==> src/rtl/pipe3_pkg.sv <==
// Shared definitions for the pipe3 core: instruction field positions, ALU opcodes,
// stage control structs and the opcode decoder.
package pipe3_pkg;

    localparam int unsigned INSTR_W = 32;
    localparam int unsigned RA_W    = 5;

    localparam int unsigned OPC_HI = 31;
    localparam int unsigned OPC_LO = 26;
    localparam int unsigned WS_HI  = 25;
    localparam int unsigned WS_LO  = 21;
    localparam int unsigned RS1_HI = 20;
    localparam int unsigned RS1_LO = 16;
    localparam int unsigned RS2_HI = 15;
    localparam int unsigned RS2_LO = 11;
    localparam int unsigned IMM_HI = 15;
    localparam int unsigned IMM_LO = 0;

    // opcode bit selecting the immediate as operand B, and bit forcing a NOP
    localparam int unsigned OP_IMM = 4;
    localparam int unsigned OP_NOP = 5;

    typedef enum logic [3:0] {
        ALU_NOP = 4'h0,
        ALU_ADD = 4'h1,
        ALU_SUB = 4'h2,
        ALU_AND = 4'h3,
        ALU_OR  = 4'h4,
        ALU_XOR = 4'h5,
        ALU_SLL = 4'h6,
        ALU_SRL = 4'h7,
        ALU_SRA = 4'h8,
        ALU_SLT = 4'h9,
        ALU_MOV = 4'hA
    } alu_op_e;

    typedef struct packed {
        logic            valid;
        alu_op_e         op;
        logic [RA_W-1:0] ws;
    } s2_ctrl_t;

    typedef struct packed {
        logic            valid;
        logic [RA_W-1:0] ws;
    } s3_ctrl_t;

    // Map a 6-bit opcode onto an ALU operation; reserved codes become NOP.
    function automatic alu_op_e decode_op(input logic [5:0] opc);
        alu_op_e op;
        op = ALU_NOP;
        if (!opc[OP_NOP]) begin
            case (opc[3:0])
                4'h1:    op = ALU_ADD;
                4'h2:    op = ALU_SUB;
                4'h3:    op = ALU_AND;
                4'h4:    op = ALU_OR;
                4'h5:    op = ALU_XOR;
                4'h6:    op = ALU_SLL;
                4'h7:    op = ALU_SRL;
                4'h8:    op = ALU_SRA;
                4'h9:    op = ALU_SLT;
                4'hA:    op = ALU_MOV;
                default: op = ALU_NOP;
            endcase
        end
        return op;
    endfunction

endpackage

==> src/rtl/pipe3_if.sv <==
// Instruction-in / result-out bus of the pipe3 core; the core uses the slave modport.
interface pipe3_if #(
    parameter int unsigned DATA_W = 32
);
    import pipe3_pkg::*;

    logic                in_valid;
    logic [INSTR_W-1:0]  in_instr;
    logic                in_ready;
    logic                hold;
    logic                out_valid;
    logic [DATA_W-1:0]   out_data;
    logic [RA_W-1:0]     out_ws;

    modport master (
        output in_valid, in_instr, hold,
        input  in_ready, out_valid, out_data, out_ws
    );

    modport slave (
        input  in_valid, in_instr, hold,
        output in_ready, out_valid, out_data, out_ws
    );

endinterface

==> src/rtl/pipe3_regfile.sv <==
// Architectural register file: two async read ports, one write port, r0 fixed at zero.
// Addresses at or beyond NREGS read as zero and their writes are dropped.
module pipe3_regfile
    import pipe3_pkg::*;
#(
    parameter int unsigned DATA_W = 32,
    parameter int unsigned NREGS  = 32
) (
    input  logic              clk,
    input  logic              rst,
    input  logic              we,
    input  logic [RA_W-1:0]   waddr,
    input  logic [DATA_W-1:0] wdata,
    input  logic [RA_W-1:0]   raddr_a,
    output logic [DATA_W-1:0] rdata_a,
    input  logic [RA_W-1:0]   raddr_b,
    output logic [DATA_W-1:0] rdata_b
);

    localparam int unsigned AW = $clog2(NREGS);

    logic [DATA_W-1:0] regs [NREGS];

    function automatic logic live_addr(input logic [RA_W-1:0] a);
        return (a != '0) && (32'(a) < NREGS);
    endfunction

    always_ff @(posedge clk or negedge rst) begin
        if (!rst) begin
            for (int i = 0; i < int'(NREGS); i++) regs[i] <= '0;
        end else if (we && live_addr(waddr)) begin
            regs[AW'(waddr)] <= wdata;
        end
    end

    assign rdata_a = live_addr(raddr_a) ? regs[AW'(raddr_a)] : '0;
    assign rdata_b = live_addr(raddr_b) ? regs[AW'(raddr_b)] : '0;

endmodule

==> src/rtl/pipe3_core.sv <==
// Three-stage integer pipeline (decode/read, execute, result/write-back).
// Define PIPE3_FWD_EN for the operand bypass network; otherwise RAW hazards interlock.
module pipe3_core
    import pipe3_pkg::*;
#(
    parameter int unsigned DATA_W = 32,
    parameter int unsigned NREGS  = 32
) (
    input logic    clk,
    input logic    rst,
    pipe3_if.slave bus
);

    localparam int unsigned SH_W = $clog2(DATA_W);

    logic               s1_valid;
    logic [INSTR_W-1:0] s1_instr;
    s2_ctrl_t           s2;
    logic [DATA_W-1:0]  s2_a;
    logic [DATA_W-1:0]  s2_b;
    s3_ctrl_t           s3;
    logic [DATA_W-1:0]  s3_data;

    logic [5:0]         s1_opc;
    alu_op_e            s1_op;
    logic               s1_live;
    logic               s1_use_rs2;
    logic [RA_W-1:0]    s1_ws;
    logic [RA_W-1:0]    s1_rs1;
    logic [RA_W-1:0]    s1_rs2;
    logic [DATA_W-1:0]  s1_imm;

    logic [DATA_W-1:0]  rf_a;
    logic [DATA_W-1:0]  rf_b;
    logic [DATA_W-1:0]  op_a;
    logic [DATA_W-1:0]  op_rs2;
    logic [DATA_W-1:0]  op_b;
    logic [DATA_W-1:0]  alu_res;
    logic [SH_W-1:0]    shamt;
    logic               interlock;
    logic               advance;

    // S1 decode; NOP forms never enter S2 as valid work
    assign s1_opc     = s1_instr[OPC_HI:OPC_LO];
    assign s1_op      = decode_op(s1_opc);
    assign s1_live    = s1_valid && (s1_op != ALU_NOP);
    assign s1_use_rs2 = !s1_opc[OP_IMM];
    assign s1_ws      = s1_instr[WS_HI:WS_LO];
    assign s1_rs1     = s1_instr[RS1_HI:RS1_LO];
    assign s1_rs2     = s1_instr[RS2_HI:RS2_LO];
    assign s1_imm     = DATA_W'($signed(s1_instr[IMM_HI:IMM_LO]));

    pipe3_regfile #(
        .DATA_W (DATA_W),
        .NREGS  (NREGS)
    ) u_regfile (
        .clk     (clk),
        .rst     (rst),
        .we      (s3.valid),
        .waddr   (s3.ws),
        .wdata   (s3_data),
        .raddr_a (s1_rs1),
        .rdata_a (rf_a),
        .raddr_b (s1_rs2),
        .rdata_b (rf_b)
    );

`ifdef PIPE3_FWD_EN
    // Youngest producer wins: S2 ALU output, then S3 result, then the register file.
    always_comb begin
        op_a = rf_a;
        if (s1_rs1 == '0)                         op_a = '0;
        else if (s2.valid && (s2.ws == s1_rs1))   op_a = alu_res;
        else if (s3.valid && (s3.ws == s1_rs1))   op_a = s3_data;

        op_rs2 = rf_b;
        if (s1_rs2 == '0)                         op_rs2 = '0;
        else if (s2.valid && (s2.ws == s1_rs2))   op_rs2 = alu_res;
        else if (s3.valid && (s3.ws == s1_rs2))   op_rs2 = s3_data;
    end

    assign interlock = 1'b0;
`else
    logic hit_a;
    logic hit_b;

    assign op_a   = rf_a;
    assign op_rs2 = rf_b;

    // A source still owned by S2 or S3 must wait until its write-back has landed.
    assign hit_a = (s1_rs1 != '0) &&
                   ((s2.valid && (s2.ws == s1_rs1)) || (s3.valid && (s3.ws == s1_rs1)));
    assign hit_b = (s1_rs2 != '0) &&
                   ((s2.valid && (s2.ws == s1_rs2)) || (s3.valid && (s3.ws == s1_rs2)));
    assign interlock = s1_live && (hit_a || (s1_use_rs2 && hit_b));
`endif

    assign op_b    = s1_use_rs2 ? op_rs2 : s1_imm;
    assign advance = !bus.hold && !interlock;

    // S2 execute
    assign shamt = s2_b[SH_W-1:0];

    always_comb begin
        alu_res = '0;
        case (s2.op)
            ALU_ADD: alu_res = s2_a + s2_b;
            ALU_SUB: alu_res = s2_a - s2_b;
            ALU_AND: alu_res = s2_a & s2_b;
            ALU_OR:  alu_res = s2_a | s2_b;
            ALU_XOR: alu_res = s2_a ^ s2_b;
            ALU_SLL: alu_res = s2_a << shamt;
            ALU_SRL: alu_res = s2_a >> shamt;
            ALU_SRA: alu_res = $signed(s2_a) >>> shamt;
            ALU_SLT: alu_res = DATA_W'($signed(s2_a) < $signed(s2_b));
            ALU_MOV: alu_res = s2_b;
            default: alu_res = '0;
        endcase
    end

    // Hold freezes S1/S2 and drains S3; interlock freezes S1 and bubbles S2.
    always_ff @(posedge clk or negedge rst) begin
        if (!rst) begin
            s1_valid <= 1'b0;
            s1_instr <= '0;
            s2       <= '0;
            s2_a     <= '0;
            s2_b     <= '0;
            s3       <= '0;
            s3_data  <= '0;
        end else if (bus.hold) begin
            s3.valid <= 1'b0;
        end else begin
            if (advance) begin
                s1_valid <= bus.in_valid;
                s1_instr <= bus.in_instr;
                s2.valid <= s1_live;
                s2.op    <= s1_op;
                s2.ws    <= s1_ws;
                s2_a     <= op_a;
                s2_b     <= op_b;
            end else begin
                s2.valid <= 1'b0;
            end
            s3.valid <= s2.valid;
            s3.ws    <= s2.ws;
            s3_data  <= alu_res;
        end
    end

    assign bus.in_ready  = advance;
    assign bus.out_valid = s3.valid;
    assign bus.out_data  = s3_data;
    assign bus.out_ws    = s3.ws;

endmodule

==> src/flat_wrapper.sv <==
// flat-port wrapper written by rule: the top's interface ports become plain ports
module pipe3_core_flat import pipe3_pkg::*;
#(
    parameter int unsigned DATA_W = 32,
    parameter int unsigned NREGS  = 32
)
  (clk, rst, bus_in_valid, bus_in_instr, bus_hold, bus_in_ready, bus_out_valid, bus_out_data, bus_out_ws);
  pipe3_if #(.DATA_W(DATA_W)) bus_i ();
  input logic clk;
  input logic rst;
  input wire logic [$bits(bus_i.in_valid)-1:0] bus_in_valid;
  input wire logic [$bits(bus_i.in_instr)-1:0] bus_in_instr;
  input wire logic [$bits(bus_i.hold)-1:0] bus_hold;
  output wire logic [$bits(bus_i.in_ready)-1:0] bus_in_ready;
  output wire logic [$bits(bus_i.out_valid)-1:0] bus_out_valid;
  output wire logic [$bits(bus_i.out_data)-1:0] bus_out_data;
  output wire logic [$bits(bus_i.out_ws)-1:0] bus_out_ws;
  assign bus_i.in_valid = bus_in_valid;
  assign bus_i.in_instr = bus_in_instr;
  assign bus_i.hold = bus_hold;
  assign bus_in_ready = bus_i.in_ready;
  assign bus_out_valid = bus_i.out_valid;
  assign bus_out_data = bus_i.out_data;
  assign bus_out_ws = bus_i.out_ws;
  pipe3_core #(.DATA_W(DATA_W), .NREGS(NREGS)) u_core (.clk(clk), .rst(rst), .bus(bus_i));
endmodule
==> config.mk <==
export PLATFORM = sky130hd
export DESIGN_NAME = pipe3_core_flat
export DESIGN_NICKNAME = d
export VERILOG_FILES = /design/src/rtl/pipe3_pkg.sv /design/src/rtl/pipe3_if.sv /design/src/rtl/pipe3_regfile.sv /design/src/rtl/pipe3_core.sv /design/src/flat_wrapper.sv
export SDC_FILE = /design/constraint.sdc
export NUM_CORES = 2
export LEC_CHECK = 0
export ABC_CLOCK_PERIOD_IN_PS = 4630
export BUFFER_PORTS_ARGS = -buffer_cell sky130_fd_sc_hd__buf_2
export CORE_MARGIN = 2
export CORE_UTILIZATION = 30
export DETAILED_ROUTE_END_ITERATION = 8
export PLACE_DENSITY = 0.51
export SKIP_CTS_REPAIR_TIMING = 1
export SYNTH_ARGS = -nofsm -noshare
export SYNTH_HDL_FRONTEND = slang
export SYNTH_SLANG_ARGS = --single-unit
export TNS_END_PERCENT = 50
==> constraint.sdc <==
create_clock -name clk -period 4.63 [get_ports clk]
set_input_delay 0.463 -clock clk [delete_from_list [all_inputs] [get_ports clk]]
set_output_delay 0.463 -clock clk [all_outputs]
set_load 0.02 [all_outputs]
# [Word level (Yosys, flattened, before mapping)]
# Memories as Yosys holds them, arrays and structs flattened.
# Index checks and enable logic that the tools add are counted.
[totals] mem_bits_ro=64 output_inout_bits=39 ram_bits=0 reg_bits=1169 inputBits=36 latch_bits=0 n_memories=1
[mem_list] name="(no name shown)" words=16 word_bits=4 read_ports=1 rd_ports_with_merged_regs=0 wr=0 line="pipe3_pkg.sv:53" source="case (opc[3:0])"
[op_classes] n_div=0 n_mux=16 order_cmp=5 eq_ne=14 shifts=3 n_bitwise=7 reduce_logical=23 multipliers=0 n_addsub=2
[op_table] operator="bitwise mux 1024 bit" n=1
[op_table] operator="binary-select mux 32 bit (select 5 bit)" n=2
[op_table] operator="case mux 32 bit (10 select lines)" n=1
[op_table] operator="two-way mux 32 bit" n=8
[op_table] operator="demux 32 bit (select 5 bit)" n=1
[op_table] operator="adder 32 bit" n=1
[op_table] operator="bitwise AND 32 bit" n=1
[op_table] operator="< comparator 32 bit" n=1
[op_table] operator="bitwise OR 32 bit" n=1
[op_table] operator="left shift 32 x 5 -> 32 bit" n=1
[op_table] operator=">> shifter 32 x 5 -> 32 bit" n=1
[op_table] operator=">>> shifter 32 x 5 -> 32 bit" n=1
[op_table] operator="subtractor 32 bit" n=1
[op_table] operator="XOR 32 bit" n=1
[op_table] operator="equality test 5 bit" n=4
[op_table] operator="greater-or-equal comparator 6 bit (second input constant)" n=3
[op_table] operator="NOT 5 -> 6 bit" n=3
[op_table] operator="equality test 4 x 3 -> 1 bit (second input constant)" n=4
[op_table] operator="nonzero test 5 bit" n=3
[op_table] operator="equality test 4 bit (second input constant)" n=3
[op_table] operator="logical AND 1 bit" n=12
[op_table] operator="equality test 4 x 2 -> 1 bit (second input constant)" n=2
[op_table] operator="< comparator 6 x 1 -> 1 bit (second input constant)" n=1
[op_table] operator="equality test 4 x 1 -> 1 bit (second input constant)" n=1
[op_table] operator="7 further kinds" n=12

# [Depth between registers and ports, before layout]
[logic_depth] ltp_word=10 mapped_depth=14 depth_no_buf=13

# [Modules after synthesis]
# Synthesis repeated with hierarchy kept, for this count alone.
[hier_totals] hier_cells=5304 area_unflattened_um2=68355.6
[modules_own_cells] mod="pipe3_regfile" seq_area_each_um2=25624.6 n_inst=1 area_each_um2=53999.3 cells_each=3516
[modules_own_cells] mod="pipe3_core" seq_area_each_um2=3628.5 n_inst=1 area_each_um2=14356.3 cells_each=1788

# [Least setup slack after synthesis]
# OpenSTA, ideal clock, no wires.
[synth_timing] path_type="register to register" from="reg u_core.s2_b[2]" to="reg u_core.s3_data[24] (netlist: u_core.bus.out_data[24])" n_path_buf=3 arrival_time_ns=3.803 slack_ns=0.731 path_stages_with_launch=15 setup_ns=0.096 t_required_ns=4.534 path_cell_list="dfrtp_1 > buf_2 > inv_2 > buf_1 > buf_1 > ha_1 > nor2b_1 > o311ai_1 > a2111o_1 > or2_1 > o211a_1 > o31ai_1 > a21boi_0 > o21a_1 > a311oi_2"
[synth_via] elab_chain_len=2 word_cells_on_any_way=6 classes_between="add/sub (2); shift (3); mux (1)"
[synth_lines] item="start, declared" line="pipe3_core.sv:20" source="logic [DATA_W-1:0] s2_b;"
[synth_lines] item="start signal, assigned" line="pipe3_core.sv:141" source="s2_b <= op_b;"
[synth_lines] item="subtractor 32 bit, or another cell as far along" line="pipe3_core.sv:108" source="ALU_SUB: alu_res = s2_a - s2_b;"
[synth_lines] item="case mux 32 bit (10 select lines) *" line="pipe3_core.sv:106" source="case (s2.op)"
[synth_lines] item="end signal, assigned" line="pipe3_core.sv:147" source="s3_data <= alu_res;"
[synth_lines] item="end, declared" line="pipe3_core.sv:22" source="logic [DATA_W-1:0] s3_data;"
# Every way passes the cells marked *; elsewhere a longest branch is shown, timed or not.
# A chain may end at the register's enable or synchronous reset.

# [Final worst setup path]
[layout_timing] from="reg u_core.s1_instr[11]" to="out bus_in_ready"
[layout_via] elab_chain_len=9 word_cells_on_any_way=12 classes_between="eq/ne (2); reduce/logical (10)"
[layout_lines] item="start, declared" line="pipe3_core.sv:17" source="logic [INSTR_W-1:0] s1_instr;"
[layout_lines] item="start signal, assigned" line="pipe3_core.sv:136" source="s1_instr <= bus.in_instr;"
[layout_lines] item="equality test 5 bit" line="pipe3_core.sv:94" source="((s2.valid && (s2.ws == s1_rs2)) || (s3.valid && (s3.ws == s1_rs2)));"
[layout_lines] item="logical AND 1 bit" line="pipe3_core.sv:94"
[layout_lines] item="logical OR 1 bit" line="pipe3_core.sv:94"
[layout_lines] item="logical AND 1 bit *" line="pipe3_core.sv:93" source="assign hit_b = (s1_rs2 != '0) &&"
[layout_lines] item="logical AND 1 bit *" line="pipe3_core.sv:95" source="assign interlock = s1_live && (hit_a || (s1_use_rs2 && hit_b));"
[layout_lines] item="logical OR 1 bit *" line="pipe3_core.sv:95"
[layout_lines] item="logical AND 1 bit *" line="pipe3_core.sv:95"
[layout_lines] item="zero test 1 bit *" line="pipe3_core.sv:99" source="assign advance = !bus.hold && !interlock;"
[layout_lines] item="logical AND 1 bit *" line="pipe3_core.sv:99"
[layout_lines] item="end, declared" line="flat_wrapper.sv:14" source="output wire logic [$bits(bus_i.in_ready)-1:0] bus_in_ready;"
# Marks and branches as above.

==> summary.txt <==
Floorplan
  • Core region area: 227000 µm²
  • Ports: 75
  • Total Die Area: roughly 230000 µm²
  • Die Y: a little under 500 µm
  • Rows: 175
  • Die width: just under 500 µm
  • Initial Util: 30.1%

Route
  • Antenna viol nets, final: 0
  • Total number of vias: about 46000
  • Routed WL per cell: around 30 µm
  • DRT iter0 DRCs: 4414
  • Detailed Route WL: between 200 and 250 mm
  • Vias/cell: about 5.7
  • Drt pass-1 iters: 5
  • Residual DRC: 0

Setup path
  • CP arrival: 4120 ps
  • Reg-to-reg critical path startpoint: u_core.s2_b[1]$_DFFE_PN0P_
  • CP max FO: 38
  • CP max-delay cell: a21o_1
  • CP Buf/Inv Count: 2
  • CP required: 4170 ps
  • Crit path to: bus_in_ready
  • Critical path origin: u_core.s1_instr[11]$_DFFE_PN0P_
  • Critical path's top delay family: compound AO/OA/AOI/OAI gates
  • Reg2reg end: u_core.bus.out_data[31]$_DFFE_PN0N_
  • Worst setup SP type: flip-flop
  • Reg2reg path depth: 12
  • Setup slack, reg-to-reg: ~660 ps
  • Kind of critical path: flip-flop to primary output
  • Crit end category: primary output
  • CP peak stage delay: 700 ps
  • CP Depth: 6
  • CP cell instances: nor3_1, a21o_1, o22ai_1, a21o_4, inv_4, buf_2

Clocking
  • CTS Sinks: between 1000 and 1500
  • CTS tree: yes
  • H-tree depth: 4
  • Clk buf depth: 3
  • Clock root buffer master: clkbuf_16
  • CTS Buf Count: 133
  • Worst-path clk slew: roughly 60 ps
  • Worst skew pair latency: 820 ps

Place
  • DP Worst Slack: 824 ps
  • # placed instances: 7787
  • PortBufs: 74
  • Detail Placement HPWL: 150 mm
  • Final RePlAce weighted congestion: 0.967

Global route
  • Initial antenna violation count: 8
  • Overflow after GRT: 0
  • Global-route wire length before repair: 353 mm
  • GRT Total Usage: 20.9%
  • Largest net degree at the start of global routing: roughly 110
  • Vias in the first global route: 47387

Synthesis
  • Distinct cells, synth: ~90
  • Synth top area share: 42.9%
  • Most instantiated cells after synthesis: dfrtp_1, mux2_2, mux4_2
  • Register area share after synthesis: 42.9%
  • Synthesized cell area: 68200 µm²
  • Synth top area cells: dfrtp_1, mux4_2, mux2_2
  • Post-synth EDFFs: 0
  • Mean Syn Cell Area: 13.5 µm²
  • Ys flop type: dfrtp_1
  • Ys Warns: 0
  • Most common cell in the netlist: dfrtp_1
  • Post-synth top area cell: dfrtp_1
  • Net Count, Synth: slightly above 5000
  • Fraction of registers with async set/reset: 100%
  • Flops & latches, synth: 1169
  • Cells after synthesis: 5037

STA
  • Setup TNS: 0 ps
  • Final Skew: between 20 and 30 ps
  • Final min period: approximately 4600 ps
  • Slew headroom: a little under a fifth
  • Fin crit share: 99.0%
  • Hold WS: around 40 ps
  • Max Clock Freq: around 220 MHz
  • Worst Max-Slew Pin Slew: 1220 ps
  • RSZ-0062 raised after global routing: no
  • Post-route setup slack: 45.7 ps
  • Slew Limit Fails: 0
  • Hold Vio Cnt, Final: 0
  • Final setup viols: 0

Finish
  • Layout cells sized above 1: 44.5%
  • Final #Nets: around 5100
  • Fin util: roughly 34%
  • Area grow syn2layout: 13.3%
  • Finished Layout Cells: 8060

Power and ir drop
  • Leakage power: 34.0 nW
  • Peak supply drop: about 0.00031 V
  • Power Dens Cells: 354 nW/µm²

Hold path
  • Hold Crit Class: input port to flip-flop

Run
  • Max Cap Viol: 0

Status
  • Status: completed
[worst min path at each step]
stage / to / depth (start not counted) / slack (ps) / startpoint
after floorplan: u_core.bus.out_data[0]$_DFFE_PN0N_ / 0 / 170 / rst
after global placement: u_core.u_regfile.regs[1003]$_DFFE_PN0P_ / 0 / 380 / u_core.u_regfile.regs[1003]$_DFFE_PN0P_
after detailed placement: u_core.u_regfile.regs[993]$_DFFE_PN0P_ / 0 / 380 / u_core.u_regfile.regs[993]$_DFFE_PN0P_
after CTS: u_core.u_regfile.regs[553]$_DFFE_PN0P_ / 1 / -330 / rst
after global routing: u_core.s1_instr[20]$_DFFE_PN0P_ / 3 / 40 / bus_in_instr[20]
final: u_core.s1_instr[20]$_DFFE_PN0P_ / 3 / 40 / bus_in_instr[20]
[state kept, by name, summed over array words and instances (netlist names)]
| signal | cells |
|---|---|
| u_core.s1_valid | 1 |
| u_core.s2_a | 32 |
| u_core.bus.out_valid | 1 |
| u_core.s1_instr | 32 |
| u_core.s2 | 10 |
| u_core.u_regfile.regs | 1024 |
| u_core.s2_b | 32 |
| u_core.bus.out_ws | 5 |
| u_core.bus.out_data | 32 |
[where the power goes]
part | internal, mW | total [mW] | switching (mW)
logic | 1.95 | 5.02 | 3.08
clock network | 6.36 | 11.0 | 4.64
registers | 10.7 | 11.3 | 0.584
total | 19.0 | 27.3 | 8.30
[cells in the final DEF (no fill, tap or decap), types with 19 or more instances in the layout]
cell           count
a21oi_1          143
a221oi_1          50
a22oi_1           23
a31oi_1           24
buf_12            34
buf_2             73
buf_4            157
clkbuf_1          29
clkbuf_16        134
clkbuf_8          26
clkinv_2          20
dfrtp_1         1156
dlygate4sd3_1     33
ha_1              98
inv_1             99
mux2_2          1019
mux2i_1           99
mux4_2           672
nand2_1          270
nand3_1           34
nor2_1           195
nor3_1            30
o211ai_1          19
o21ai_0          132
o31ai_1           25
or3_1             45
[tightest hold or removal path, delay by kind of cell]
kind / cells / cell delay, ps
AND/OR/NAND/NOR: 2 / 230
buffers and inverters: 1 / 80
[layer usage]
layer	routed length [µm]	vias up	global-route usage, %
li1	-	19140	-
met1	106000	25043	28.9
met2	114000	1587	33.4
met3	12200	388	2.87
met4	9780	4	7.89
met5	24	-	0
[kinds of logic after synthesis]
group	Yosys count	synth area share (%)
buffers and inverters	628	3.67
flip-flops	1169	42.9
AO/OA/AOI/OAI	611	6.14
AND/OR/NAND/NOR	715	4.68
adder cells (fa/ha/maj)	100	1.86
multiplexers	1790	40.5
XOR/XNOR	24	0.308
[per-stage QoR]
step / cell area (µm²) / power, mW
3_3_place_gp: 72400 / 16.4
3_5_place_dp: 72400 / 16.5
5_1_grt: 77300 / 28.4
4_1_cts: 76900 / 27.6
6_report: 77300 / 27.3
2_1_floorplan: 68200 / 14.5
[cell type report]
| type | instances | area [µm²] |
|---|---|---|
| Fill cell | 21963 | 149000 |
| Multi-Input combinational cell | 3240 | 36800 |
| Sequential cell | 1169 | 29300 |
| Clock buffer | 189 | 3820 |
| Tap cell | 3009 | 3760 |
| Timing Repair Buffer | 297 | 2550 |
| Clock inverter | 48 | 652 |
| Inverter | 105 | 402 |
| Antenna cell | 3 | 7.51 |
Power figures use the tool's default switching activity.
